--- src/rtl/gray_pkg.sv ---
// Shared types for the Gray-code decoder: step direction encoding,
// FSM state type and the default code width.
package gray_pkg;

    localparam int GRAY_WIDTH_DEF = 3;

    typedef enum logic [1:0] {
        HOLD = 2'b00,
        UP   = 2'b01,
        DOWN = 2'b10
    } dir_t;

    typedef enum logic {
        FIRST = 1'b0,
        TRACK = 1'b1
    } state_t;

endpackage

--- src/rtl/gray_decoder_gray2bin.sv ---
// Combinational Gray-to-binary decode (prefix XOR from the MSB down).
module gray2bin #(
    parameter int WIDTH = 3
) (
    input  logic [WIDTH-1:0] gray,
    output logic [WIDTH-1:0] bin
);

    // Each binary bit is the XOR of all Gray bits at or above it.
    always_comb begin
        bin[WIDTH-1] = gray[WIDTH-1];
        for (int i = WIDTH - 2; i >= 0; i--) begin
            bin[i] = bin[i+1] ^ gray[i];
        end
    end

endmodule

--- src/rtl/gray_decoder.sv ---
// Gray-code decoder with step-direction tracking, adjacency error flag and
// a one-deep valid/ready output register.
// Optional feature: define GRAY_DEC_WRAP_CNT_EN to add the signed saturating
// net wrap counter (wrap_cnt port).
module gray_decoder
    import gray_pkg::*;
#(
    parameter int WIDTH  = GRAY_WIDTH_DEF,
    parameter int WCNT_W = 8
) (
    input  logic              clk,
    input  logic              rst_n,
    input  logic [WIDTH-1:0]  gray_in,
    input  logic              in_valid,
    output logic              in_ready,
    output logic [WIDTH-1:0]  bin_out,
    output logic [1:0]        dir_out,
    output logic              step_err,
    output logic              out_valid,
    input  logic              out_ready,
    output logic              err_sticky,
    input  logic              clr_err
`ifdef GRAY_DEC_WRAP_CNT_EN
    ,
    output logic signed [WCNT_W-1:0] wrap_cnt
`endif
);

    if (WIDTH < 2 || WIDTH > 16 || WCNT_W < 2) begin : g_bad_param
        $error("gray_decoder: illegal WIDTH/WCNT_W");
    end

    localparam logic [WIDTH-1:0] BIN_ONE = WIDTH'(1);
    localparam logic [WIDTH-1:0] BIN_MAX = {WIDTH{1'b1}};

    state_t           state_q, state_d;
    dir_t             dir_d;
    logic             err_d;
    logic [WIDTH-1:0] bin_dec;
    logic [WIDTH-1:0] prev_bin;
    logic             accept;

    gray2bin #(.WIDTH(WIDTH)) u_gray2bin (
        .gray (gray_in),
        .bin  (bin_dec)
    );

    assign in_ready = !out_valid || out_ready;
    assign accept   = in_valid && in_ready;

    // FSM state register.
    always_ff @(posedge clk) begin
        if (!rst_n) state_q <= FIRST;
        else        state_q <= state_d;
    end

    // Next state plus classification of the incoming sample against prev_bin.
    always_comb begin
        state_d = state_q;
        dir_d   = HOLD;
        err_d   = 1'b0;
        case (state_q)
            FIRST: begin
                if (accept) state_d = TRACK;
            end
            TRACK: begin
                if (bin_dec == prev_bin)                dir_d = HOLD;
                else if (bin_dec == prev_bin + BIN_ONE) dir_d = UP;
                else if (bin_dec == prev_bin - BIN_ONE) dir_d = DOWN;
                else                                    err_d = 1'b1;
            end
            default: state_d = FIRST;
        endcase
    end

    // Output register: load on accept, drop valid after a transfer, else hold.
    always_ff @(posedge clk) begin
        if (!rst_n) begin
            out_valid <= 1'b0;
            bin_out   <= '0;
            dir_out   <= HOLD;
            step_err  <= 1'b0;
            prev_bin  <= '0;
        end else if (accept) begin
            out_valid <= 1'b1;
            bin_out   <= bin_dec;
            dir_out   <= dir_d;
            step_err  <= err_d;
            prev_bin  <= bin_dec;
        end else if (out_ready) begin
            out_valid <= 1'b0;
        end
    end

    // Sticky error: a new error wins over a simultaneous clear.
    always_ff @(posedge clk) begin
        if (!rst_n)                err_sticky <= 1'b0;
        else if (accept && err_d)  err_sticky <= 1'b1;
        else if (clr_err)          err_sticky <= 1'b0;
    end

`ifdef GRAY_DEC_WRAP_CNT_EN
    localparam logic signed [WCNT_W-1:0] WCNT_MAX = {1'b0, {(WCNT_W-1){1'b1}}};
    localparam logic signed [WCNT_W-1:0] WCNT_MIN = {1'b1, {(WCNT_W-1){1'b0}}};
    localparam logic signed [WCNT_W-1:0] WCNT_ONE = WCNT_W'(1);

    logic wrap_up, wrap_dn;
    assign wrap_up = accept && (dir_d == UP)   && (prev_bin == BIN_MAX);
    assign wrap_dn = accept && (dir_d == DOWN) && (prev_bin == '0);

    // Net wrap counter, saturating at both signed limits.
    always_ff @(posedge clk) begin
        if (!rst_n)                              wrap_cnt <= '0;
        else if (wrap_up && wrap_cnt != WCNT_MAX) wrap_cnt <= wrap_cnt + WCNT_ONE;
        else if (wrap_dn && wrap_cnt != WCNT_MIN) wrap_cnt <= wrap_cnt - WCNT_ONE;
    end
`endif

endmodule

--- config.mk ---
export PLATFORM = sky130hd
export DESIGN_NAME = gray_decoder
export DESIGN_NICKNAME = d
export VERILOG_FILES = /design/src/rtl/gray_pkg.sv /design/src/rtl/gray_decoder_gray2bin.sv /design/src/rtl/gray_decoder.sv
export SDC_FILE = /design/constraint.sdc
export NUM_CORES = 1
export LEC_CHECK = 0
export CAP_MARGIN = 20
export CORE_AREA = 3 3 40 42
export DETAILED_ROUTE_END_ITERATION = 12
export DIE_AREA = 0 0 43 45
export GPL_TIMING_DRIVEN = 0
export PLACE_DENSITY = 0.8
export SYNTH_ARGS = -nofsm -noshare
export SYNTH_HDL_FRONTEND = slang
export SYNTH_SLANG_ARGS = --single-unit
--- constraint.sdc ---
create_clock -name clk -period 2.1 [get_ports clk]
set_input_delay 0.42 -clock clk [delete_from_list [all_inputs] [get_ports clk]]
set_output_delay 0.42 -clock clk [all_outputs]
set_load 0.01 [all_outputs]
==> out/metrics.cfg <==
[worst_setup_path]
slowest_delay_ps = 560
arrival_ps = 1590
r2r.worst_path.cells = 7
r2r_start = prev_bin[0]$_SDFFE_PN0P_
start_kind = input pin
cp-startpoint = out_ready
crit_path_end_kind = primary output
worstPathMaxFanout = 4
crit_buf_inv = 2
r2r_setup_slack_ps = 300
cp_common_cell = clkdlybuf4s50_1
worstReg2RegEnd = step_err$_SDFFE_PN0P_
crit_slowest_cell = clkdlybuf4s50_1
path_class = input pin to primary output
crit_family = buffers and inverters
crit_chain = clkdlybuf4s50_1, nand2b_1, clkdlybuf4s50_1
crit_required_ps = 1680

[yosys]
ys.flop_type = dfxtp_1
syn-instance-count = 64
yosysSeqAreaShare_pct = 33.6
yosysTopAreaCell = dfxtp_1
async_reset_ff_share_pct = 0
synth.most_common_cell = dfxtp_1
synth_area_leaders = dfxtp_1 34%, xor2_1 6.5%, nand2_1 4.9%
netlist_area_um2 = 537
synth_cell_type_count = 26
synth_edf_count = 0
synth_fp_nets = 74
avgSynthCellArea_um2 = 8.39
ys_seq_elements = 9
synth.top_cell.area_share_pct = 33.6
yosysWarnings = 0
synth_commonest_cells = 9 x dfxtp_1, 7 x nand2_1, 5 x inv_1, 4 x nor2_1, 4 x xor2_1

[timing]
hold_viol = 0
final-setup-viol-count = 0
worstMarginPinSlew_ps = 382
whs_ps = 477
slew_headroom_pct = 74.6
maxSlewViolCount = 0
fmax_ghz = 0.498
worst_slack_ps = 91.1
post-route-period-util_pct = 95.7
fin_crit_ps = 2010
rsz0062_at_grt = false
setup_tns_ps = 0
skew_ps = 3.27

[routing]
drtIter0Drc = 12
drt_pass1_iterations = 4
dr_total_vias = 481
drc = 0
wirelength_um = 1020
vias_per_cell = 4.91
ant_nets = 0
wire_per_inst_um = 10.4

[run]
maxCapViolations = 0

[place]
place_ws_ps = 51.5
io_buffers = 15
placedCellCount = 94
dp_hpwl_um = 838
gp_congestion = 0.675
placed_cell_area_um2 = 706

[worst_hold_path]
worstHoldEndpoint = state_q$_SDFF_PN0_
hold_start = state_q$_SDFF_PN0_
hp-class = flip-flop to flip-flop
whs_path_depth = 1

[power_and_ir_drop]
leakage_uw = 0.000298
peakVddDrop_mv = 0.270
p_per_area_mw_per_mm2 = 617

[die]
ios = 17
die_w_um = 43
start_util_pct = 41.8
die_h_um = 45
rows = 13
fp.coreArea_mm2 = 0.00128
die-area_mm2 = 0.00194

[layout]
nFillCells = 139
final_cell_area_um2 = 732
nets = 94
num_antenna_cells = 0
fin_cells = 98
area_growth_pct = 36.4
drive_above_1_share_pct = 9.64

[grt]
grt_pass1_vias = 448
grt_max_degree = 11
track_usage_pct = 12.3
gr-total-overflow = 0
grt_pass1_wl_um = 1750
antenna_found_initial = 0

[clocking]
ctsRootBufferMaster = clkbuf_4
hold_buffers = 0
cts_made_buffers = 3
cts.sinks = 9
path_clk_slew_ps = 60
insertion_delay_ps = 250
htree_levels = 1
cts.repair.resized = 0
cts_tree = built
cts_setup_buffers = 0
cts_max_path_buffers = 2

[status]
status = finished, final reports clean

-- cells by family after synthesis --
family / synth area share (%)
buf+inv: 6.06
fa+ha+maj: 4.66
mux: 1.86
flops: 33.6
simple gates: 23.1
compound gates: 16.3
xor+xnor: 14.5
-- power breakdown --
part | internal [uW] | switching, uW | leakage [uW]
clock | 73.1 | 58.8 | 0.0000150
combinational | 65.5 | 65.3 | 0.000209
sequential | 182 | 7.47 | 0.0000739
total | 320 | 132 | 0.000298
-- worst max path at each step --
stage               slack [ps]                 endpoint  cells after the start
detailed placement          50    step_err$_SDFFE_PN0P_                      6
global route                50                 in_ready                      3
CTS                         90                 in_ready                      3
global placement            80  err_sticky$_SDFFE_PN0P_                      6
finish                      90                 in_ready                      3
floorplan                  400  err_sticky$_SDFFE_PN0P_                      7
-- state kept, by name (all words and copies together) (netlist names) --
signal      cells
step_err        1
dir_out         2
out_valid       1
state_q         1
prev_bin        3
err_sticky      1
-- layout by cell type, fill, tap and decap left out, drive strengths merged --
cell type and instances:
o211ai 2, nand2b 2, clkdlybuf4s50 15, dfxtp 9
mux2i 1, nand4 1, inv 5, a21boi 2
o21a 1, nor3 1, a21oi 1, a32o 2
nand3b 1, nand2 8, a211oi 2, xnor2 3
nor2 4, buf 2, xor2 5, clkbuf 5
ha 2, or3 2, o21ai 2, nand3 3
and2 2
-- cell type report --
| cell class | instances | area, um2 | area share, % |
|---|---|---|---|
| Buffer | 3 | 13.8 | 1.88 |
| Clock buffer | 4 | 26.3 | 3.59 |
| Inverter | 5 | 18.8 | 2.56 |
| Multi-Input combinational cell | 47 | 324 | 44.3 |
| Sequential cell | 9 | 180 | 24.6 |
| Tap cell | 15 | 18.8 | 2.56 |
| Timing Repair Buffer | 15 | 150 | 20.5 |
-- routing by layer --
metal  up-vias  share of wire, %  wire [um]  global-route usage (%)
li1        252                 -          -                       -
met1       214                44        450                    12.3
met2        13                50        505                    22.2
met3         2               5.2         53                    3.98
met4         0              0.98         10                    7.23
met5         -                 0          0                       0
-- metrics by stage --
stage                     util (%)  power (uW)
after global placement        54.9         322
after global routing          57.0         486
after detailed placement      54.9         325
final                         57.0         452
after floorplan                  -         278
after CTS                     57.0         459
Power figures use the tool's default switching activity.
